File: src/rtl/aes_arb_pkg.sv
// ---------------------------------------------------------------------------
// aes_arb_pkg
// Shared types and constants for the AES request arbiter slice.
//   arb_state_t : controller states (key expansion path and block path)
//   REQ_WR      : requester index of the SRAM write / encrypt path
//   REQ_RD      : requester index of the SRAM read / decrypt path
//   BLOCK_WD    : default AES block width
//   TMO_CYC     : default watchdog limit, in cycles spent in a wait state
//   WD_W        : width of the watchdog counter
// ---------------------------------------------------------------------------
package aes_arb_pkg;

   localparam int BLOCK_WD = 128;
   localparam int TMO_CYC  = 255;
   localparam int WD_W     = 8;

   localparam int REQ_WR = 0;
   localparam int REQ_RD = 1;

   typedef enum logic [2:0] {
      S_NOKEY  = 3'd0,
      S_KINIT  = 3'd1,
      S_KGUARD = 3'd2,
      S_KWAIT  = 3'd3,
      S_IDLE   = 3'd4,
      S_NISSUE = 3'd5,
      S_NGUARD = 3'd6,
      S_NWAIT  = 3'd7
   } arb_state_t;

endpackage

File: src/rtl/rr_arb2.sv
// ---------------------------------------------------------------------------
// rr_arb2
// Combinational two-way round-robin picker.
//   req  [1:0] : request lines, bit N = requester N
//   last       : index of the requester served most recently
//   gnt  [1:0] : one-hot grant, all zero when nothing is requested
// A lone request always wins; on a tie the requester that was not served
// last wins.
// ---------------------------------------------------------------------------
module rr_arb2 (
   input  logic [1:0] req,
   input  logic       last,
   output logic [1:0] gnt
);

   always_comb begin
      gnt = 2'b00;
      case (req)
         2'b01:   gnt = 2'b01;
         2'b10:   gnt = 2'b10;
         2'b11:   gnt = last ? 2'b01 : 2'b10;
         default: gnt = 2'b00;
      endcase
   end

endmodule

File: src/rtl/aes_req_arbiter.sv
// ---------------------------------------------------------------------------
// aes_req_arbiter
// Shares one aes_core between the SRAM write/encrypt path (requester 0) and
// the SRAM read/decrypt path (requester 1). Runs key expansion whenever a
// new master key is loaded, then serves block requests round-robin and
// returns each result with a one-cycle done pulse to the owner.
//
// Ports
//   wb_clk_i, rst          : clock, synchronous active-high reset
//   key_load_i             : one-cycle pulse, new master key on the core
//   key_ready_o            : key expanded, block requests are accepted
//   reqN_i / reqN_encdec_i : request (held until doneN_o) and direction
//   reqN_block_i           : input block of requester N
//   doneN_o                : one-cycle pulse, result_o is valid for N
//   result_o               : last captured core result
//   grant_o                : one-hot owner of the core
//   busy_o                 : a key expansion or block operation is running
//   tmo_o                  : sticky watchdog flag, cleared only by rst
//   aes_init_o/next_o      : core strobes, one cycle wide
//   aes_encdec_o/block_o   : core data inputs, from the grant latches
//   aes_ready_i/valid_i    : core status
//   aes_result_i           : core result
// ---------------------------------------------------------------------------
module aes_req_arbiter #(
   parameter int BLOCK_WD = aes_arb_pkg::BLOCK_WD,
   parameter int TMO_CYC  = aes_arb_pkg::TMO_CYC
) (
   input  logic                wb_clk_i,
   input  logic                rst,

   input  logic                key_load_i,
   output logic                key_ready_o,

   input  logic                req0_i,
   input  logic                req0_encdec_i,
   input  logic [BLOCK_WD-1:0] req0_block_i,
   input  logic                req1_i,
   input  logic                req1_encdec_i,
   input  logic [BLOCK_WD-1:0] req1_block_i,

   output logic                done0_o,
   output logic                done1_o,
   output logic [BLOCK_WD-1:0] result_o,
   output logic [1:0]          grant_o,
   output logic                busy_o,
   output logic                tmo_o,

   output logic                aes_init_o,
   output logic                aes_next_o,
   output logic                aes_encdec_o,
   output logic [BLOCK_WD-1:0] aes_block_o,
   input  logic                aes_ready_i,
   input  logic                aes_valid_i,
   input  logic [BLOCK_WD-1:0] aes_result_i
);

   import aes_arb_pkg::*;

   // The counter starts at 0 on the first wait cycle, so firing on
   // TMO_CYC-1 puts NOKEY and tmo_o exactly TMO_CYC cycles after entry.
   localparam logic [WD_W-1:0] WD_LIMIT = WD_W'(TMO_CYC - 1);

   arb_state_t      state_q;
   arb_state_t      state_d;
   logic            key_pend_q;
   logic            last_q;
   logic [WD_W-1:0] wd_q;
   logic [1:0]      rr_gnt;

   logic            key_kick;
   logic            go_kinit;
   logic            grant_set;
   logic            blk_done;
   logic            wd_fire;
   logic            wait_d;

   rr_arb2 u_rr_arb2 (
      .req  ({req1_i, req0_i}),
      .last (last_q),
      .gnt  (rr_gnt)
   );

   // A key load seen this cycle counts the same as one left pending.
   assign key_kick = key_load_i | key_pend_q;

   assign wait_d = (state_d == S_KWAIT) || (state_d == S_NWAIT);

   assign aes_init_o = (state_q == S_KINIT);
   assign aes_next_o = (state_q == S_NISSUE);

   // NOKEY is the reset state and must read as not busy.
   assign busy_o = (state_q != S_IDLE) && (state_q != S_NOKEY);

   always_comb begin
      state_d   = state_q;
      go_kinit  = 1'b0;
      grant_set = 1'b0;
      blk_done  = 1'b0;
      wd_fire   = 1'b0;
      case (state_q)
         S_NOKEY: begin
            if (key_kick) begin
               state_d  = S_KINIT;
               go_kinit = 1'b1;
            end
         end
         S_KINIT:  state_d = S_KGUARD;
         // The core's ready is still stale for one cycle after init.
         S_KGUARD: state_d = S_KWAIT;
         S_KWAIT: begin
            if (aes_ready_i) begin
               state_d = S_IDLE;
            end else if (wd_q == WD_LIMIT) begin
               state_d = S_NOKEY;
               wd_fire = 1'b1;
            end
         end
         S_IDLE: begin
            if (key_kick) begin
               state_d  = S_KINIT;
               go_kinit = 1'b1;
            end else if (rr_gnt != 2'b00) begin
               state_d   = S_NISSUE;
               grant_set = 1'b1;
            end
         end
         S_NISSUE: state_d = S_NGUARD;
         // valid from the previous block is still visible for one cycle.
         S_NGUARD: state_d = S_NWAIT;
         S_NWAIT: begin
            if (aes_valid_i) begin
               state_d  = S_IDLE;
               blk_done = 1'b1;
            end else if (wd_q == WD_LIMIT) begin
               state_d = S_NOKEY;
               wd_fire = 1'b1;
            end
         end
         default: state_d = S_NOKEY;
      endcase
   end

   always_ff @(posedge wb_clk_i) begin
      if (rst) begin
         state_q      <= S_NOKEY;
         key_pend_q   <= 1'b0;
         last_q       <= 1'b1;
         wd_q         <= '0;
         key_ready_o  <= 1'b0;
         tmo_o        <= 1'b0;
         grant_o      <= 2'b00;
         done0_o      <= 1'b0;
         done1_o      <= 1'b0;
         result_o     <= '0;
         aes_encdec_o <= 1'b0;
         aes_block_o  <= '0;
      end else begin
         state_q <= state_d;

         // Loads that arrive while KINIT cannot start right away are
         // remembered; the flag survives a watchdog timeout.
         if (go_kinit) begin
            key_pend_q <= 1'b0;
         end else if (key_load_i) begin
            key_pend_q <= 1'b1;
         end

         // key_ready_o is not raised when another expansion is queued.
         if (key_load_i || wd_fire) begin
            key_ready_o <= 1'b0;
         end else if ((state_q == S_KWAIT) && aes_ready_i && !key_pend_q) begin
            key_ready_o <= 1'b1;
         end

         if (wait_d && (state_d != state_q)) begin
            wd_q <= '0;
         end else if (wait_d) begin
            wd_q <= wd_q + 1'b1;
         end

         if (wd_fire) begin
            tmo_o <= 1'b1;
         end

         if (grant_set) begin
            grant_o <= rr_gnt;
            if (rr_gnt[REQ_RD]) begin
               aes_encdec_o <= req1_encdec_i;
               aes_block_o  <= req1_block_i;
            end else begin
               aes_encdec_o <= req0_encdec_i;
               aes_block_o  <= req0_block_i;
            end
         end else if (blk_done || wd_fire) begin
            grant_o <= 2'b00;
         end

         done0_o <= blk_done & grant_o[REQ_WR];
         done1_o <= blk_done & grant_o[REQ_RD];

         if (blk_done) begin
            result_o <= aes_result_i;
            last_q   <= grant_o[REQ_RD];
         end
      end
   end

endmodule
File: config.mk
export PLATFORM = sky130hd
export DESIGN_NAME = aes_req_arbiter
export DESIGN_NICKNAME = d
export VERILOG_FILES = /design/src/rtl/aes_arb_pkg.sv /design/src/rtl/rr_arb2.sv /design/src/rtl/aes_req_arbiter.sv
export SDC_FILE = /design/constraint.sdc
export NUM_CORES = 1
export LEC_CHECK = 0
export CAP_MARGIN = 15
export CORE_AREA = 3 3 253 255
export CTS_CLUSTER_SIZE = 24
export DETAILED_ROUTE_END_ITERATION = 7
export DIE_AREA = 0 0 256 258
export MAX_ROUTING_LAYER = met4
export PLACE_DENSITY_LB_ADDON = 0.05
export SLEW_MARGIN = 5
export SYNTH_ARGS = -nofsm -noshare
export SYNTH_HDL_FRONTEND = slang
export SYNTH_SLANG_ARGS = --single-unit
File: constraint.sdc
create_clock -name wb_clk_i -period 1.9 [get_ports wb_clk_i]
set_input_delay 0.57 -clock wb_clk_i [delete_from_list [all_inputs] [get_ports wb_clk_i]]
set_output_delay 0.57 -clock wb_clk_i [all_outputs]
set_load 0.01 [all_outputs]
======== Word level (Yosys, flattened, before mapping) ========
Index checks and enable logic that the tools add are counted.
word-level totals
  register bits ........................... 276
  input bits .............................. 393
  word-level logic and storage cells ...... 71
cells by class
  reduce and logical (&&, ||, !) cells .... 16
  bitwise operators ....................... 3
  add/sub/neg operators ................... 1
  equal/unequal tests ..................... 15
  mux-type cells .......................... 24
operators by type and width
  cell                                                  number
  two-way mux 128 bit                                   1
  one-hot mux 3 bit (8 select lines)                    1
  two-way mux 3 bit                                     6
  equality test 3 bit (second input constant)           5
  two-way mux 1 bit                                     11
  equality test 3 x 2 -> 1 bit (second input constant)  3
  adder 8 x 1 -> 8 bit (second input constant)          1
  equality test 8 bit (second input constant)           1
  OR reduction 2 bit                                    4
  two-way mux 2 bit                                     3
  one-hot mux 2 bit (3 select lines)                    1
  equality test 2 bit (second input constant)           2
  logical AND 1 bit                                     4
  nonzero test 2 bit                                    2
  equality test 3 x 1 -> 1 bit (second input constant)  1
  logical NOT 3 bit                                     1
  logical OR 1 bit                                      3
  != test 3 bit                                         1
  != test 3 bit (second input constant)                 1
  nonzero test 3 bit                                    1
  AND 1 bit                                             2
  equality test 2 x 1 -> 1 bit (second input constant)  1
  one-hot mux 1 bit (2 select lines)                    1
  logical NOT 1 bit                                     1
  bitwise OR 1 bit                                      1

======== Depth between registers and ports, before layout ========
  depth in word-level cells ............... 10
  gate-level depth with buffers ........... 8
  mapped depth without buffers ............ 6

======== Hierarchy ========
Synthesis repeated with hierarchy kept, for this count alone.
second synthesis, totals
  cells, all modules ...................... 1240
  area total of the unflattened synthesis .. 10898.0 um^2
by module, submodules not included
  module           area an instance (um^2)  instances  cells an instance  seq. area each (um^2)
  aes_req_arbiter  10879.2                  1          1237               5525.3
  rr_arb2          18.8                     1          3                  0.0

======== Least setup slack after synthesis ========
OpenSTA, ideal clock, no wires.
  path kind ............................... in2reg
  from .................................... in key_load_i
  to ...................................... reg aes_block_o[118]
  required time ........................... 1781 ps
  arrival time ............................ 1682 ps
  cell stages on the path ................. 6
  library setup time ...................... 119 ps
  buffers on the path ..................... 2
  slack ................................... 100 ps
  path through ............................ nor4_4 > and2_2 > o211ai_2 > buf_6 > buf_6 > o221a_1
between the ends
  word-level cells in the longest chain between the ends .. 3
ends and longest elaborated chain
  element               line                    text
  start, declared       aes_req_arbiter.sv:31   input logic key_load_i,
  bitwise OR 1 bit      aes_req_arbiter.sv:84   assign key_kick = key_load_i | key_pend_q;
  two-way mux 1 bit     aes_req_arbiter.sv:119  if (key_kick) begin
  two-way mux 1 bit     aes_req_arbiter.sv:100  case (state_q)
  end signal, assigned  aes_req_arbiter.sv:189  aes_block_o <= req1_block_i;
  end signal, assigned  aes_req_arbiter.sv:192  aes_block_o <= req0_block_i;
  end, declared         aes_req_arbiter.sv:51   output logic [BLOCK_WD-1:0] aes_block_o,
Every way passes these cells.
A chain may end at the register's enable or synchronous reset.

======== Worst setup path after layout ========
  from .................................... reg state_q[0]
  to ...................................... reg aes_block_o[4]
between the ends
  word-level cells in the longest chain between the ends .. 2
ends and longest elaborated chain
  element                 line                    text
  start, declared         aes_req_arbiter.sv:63   arb_state_t state_q;
  start signal, assigned  aes_req_arbiter.sv:158  state_q <= state_d;
  equality test 3 bit     aes_req_arbiter.sv:100
  two-way mux 1 bit       aes_req_arbiter.sv:100
Every way passes these cells.

==> run metrics <==
Min-Delay Path Class input pin to register; Die ar. 66050 µm²; most common cell after layout, fill and taps aside clkdlybuf4s50_1; Final min period 1.871 ns; initial DRC count 461; R2R Setup Slk 0.03 ns; crit path DAT approximately 2.3 ns; CTS max path bufs 3; fill count roughly 6600; final setup violating endpoints 0; synthesized instance count 1241; Mapped Area 10800 µm²; Achievable Freq roughly 0.53 GHz; number of global-route vias before repair approximately 12000; pwr dens 731.8 nW/µm²; I/O Pins 659; flops & latches, synth between 200 and 300; CTS tree yes; post-synth top area share between 50 and 60%; DR WL/cell 21.23 µm; core area slightly above 60000 µm²; WHS Path Cells 2; sequential fraction of the synthesis area 51.14%; GRT Overall Usage 17.50%; critical path endpoint aes_block_o[4]; Area after DPL 18580 µm²; largest net degree at the start of global routing 65; Rel. slew slack 70.86%; Yosys cell types 43; Crit Path Max Fanout 60; Final ANT Viol Nets 0; cells taking the most area after synthesis dfxtp_1 (51%), a21oi_1 (12%), o221a_1 (10%), nand2_1 (9.2%), inv_1 (4.3%); number of synthesized flops with an enable pin 0; worst-margin pin slew 0.4371 ns; reg-to-reg endpoint aes_block_o[4]; Power Total 14.34 mW; Root Driver clkbuf_16; Register-to-Register Path Depth 6; Post-Route WL 59030 µm; Layout area overhead 81.34%; Setup CP Type register to register; Max Cap Viol 0; DR DRC count 0; final instance area slightly below 20000 µm²; GPL Wtd Cong 0.8179; fin crit share a little over nine tenths; DIE HEIGHT around 260 µm; Peak VDD IR between 0.0005 and 0.0006 V; share of cells above drive strength 1 8.164%; unrepaired setup endpoints after global routing yes; final clock skew 0.01114 ns; hold_buf cts 0; initial antenna violation count 18; clock-pin transition on the worst setup and hold timing paths ~0.050 ns; post-synthesis async set-or-reset flop share 0%; fin util around a third; Synth Flop Type dfxtp_1; clock buffer count from CTS 39; Yosys top cell by area dfxtp_1; global-route wire length before repair 83550 µm; status completed; GR Overflow Total 0; Pre-Repair DR Iteration Count 4; crit start category register; count of input and output buffers 658; hpwl dp 44160 µm; CP required around 2.3 ns; CP Capture Type register; reg2reg start state_q[0]; final slew viol count 0; Setup crit start state_q[0]; Via density 4.100; most frequent cells in the layout clkdlybuf4s50_1 (390), dfxtp_1 (274), nand2_1 (264), a21oi_1 (258), dlygate4sd2_1 (254); die width 256 µm; row cnt 91; final number of hold-violating endpoints 0; Yosys warning total 0; clk sink count 276; initial core utilization 17.48%; vias post-DR 11400; Mapped Nets 1636; insertion delay to the later sink of the worst-skew pair 0.54 ns; Final nets 2291; leakage power 7.838 nW; H-tree level count 2; average size of a mapped cell between 8 and 9 µm²
## through the flow
stage / std cells / hold slack [ns] / setup TNS [ns] / setup slack [ns]
2_1_floorplan: 1241 / 0.4606 / 0 / 0.09980
3_3_place_gp: 2690 / 0.4358 / -85.28 / -0.6195
3_5_place_dp: 2690 / 0.4435 / -88.14 / -0.6270
4_1_cts: 2758 / 0.3937 / -0.009585 / -0.007598
5_1_grt: 2778 / 0.3593 / -0.009563 / -0.005350
6_report: 2781 / 0.3461 / 0 / 0.02866
## critical path, stage by stage (launching register included)
cell and delay, ns:
dfxtp_2 0.32, buf_6 0.13, nor4_4 0.28, and2_2 0.24, o211ai_4 0.12, buf_12 0.19
o221a_2 0.35
## layout make-up
| cell class | count | area, µm² | share of cell area [%] |
|---|---|---|---|
| Timing Repair Buffer | 717 | 6948 | 35.46 |
| Sequential cell | 276 | 5530 | 28.23 |
| Multi-Input combinational cell | 737 | 4308 | 21.99 |
| Clock buffer | 62 | 1155 | 5.894 |
| Tap cell | 837 | 1047 | 5.345 |
| Inverter | 125 | 469.2 | 2.395 |
| Clock inverter | 6 | 82.58 | 0.4215 |
| Antenna cell | 21 | 52.55 | 0.2682 |
## registers in the layout (all words and copies together) (netlist names)
signal	flops
wd_q	8
aes_encdec_o	1
done1_o	1
tmo_o	1
key_pend_q	1
key_ready_o	1
result_o	128
last_q	1
grant_o	2
aes_block_o	128
done0_o	1
state_q	3
## timing repair
item,4_1_cts,5_1_grt
pin swaps,1,4
setup buffers,0,2
setup endpoints to repair,290,106
resized for setup,295,9
## cell usage after synthesis, types with 2 or more instances
cell type	instances
nor3b_1	3
dfxtp_1	276
nor4_1	8
buf_2	24
a211oi_1	3
buf_6	12
o221a_1	99
and3_1	2
o22ai_1	2
inv_1	125
o211ai_1	2
or4_1	2
nand4_1	4
buf_1	13
clkbuf_1	39
buf_4	15
o221a_2	20
a21oi_1	258
nor2_1	21
o21ai_0	6
nor3_1	11
or3_1	5
ha_1	2
nand3_1	6
nand2_1	264
o31ai_1	2
## logic make-up (layout without fill, tap and decap cells)
| logic type | after synthesis | count (layout) | synth area share, % |
|---|---|---|---|
| fa+ha+maj | 2 | 2 | 0.2316 |
| simple gates | 334 | 334 | 12.97 |
| mux | 1 | 1 | 0.09265 |
| flops | 276 | 276 | 51.14 |
| compound gates | 399 | 399 | 25.93 |
| other cells | 0 | 21 | 0 |
| xor+xnor | 1 | 1 | 0.08108 |
| buf+inv | 228 | 910 | 9.554 |
## where the power goes
part	switching [mW]	leakage, nW	internal (mW)
Sequential	0.0278	2.22	5.83
Clock	2.80	0.600	4.41
Combinational	0.399	5.01	0.870
Total	3.23	7.84	11.1
## worst min path at each step
| stage | from | slack [ns] | end |
|---|---|---|---|
| 3_3_place_gp | tmo_o | 0.44 | tmo_o |
| 5_1_grt | key_load_i | 0.36 | key_ready_o |
| 3_5_place_dp | tmo_o | 0.44 | tmo_o |
| 2_1_floorplan | wd_q[7] | 0.46 | wd_q[7] |
| 6_report | key_load_i | 0.35 | key_ready_o |
| 4_1_cts | rst | 0.39 | result_o[70] |
## layer usage
layer  vias to the layer above  part of all wire, %  global-route usage, %
li1                       5615                    -                      -
met1                      5291                   41                  19.44
met2                       428                   48                  28.55
met3                        67                  9.3                  7.355
met4                         0                  2.1                  5.512
met5                         -                    0                      -
No activity file was read; power rests on OpenSTA's default activity.
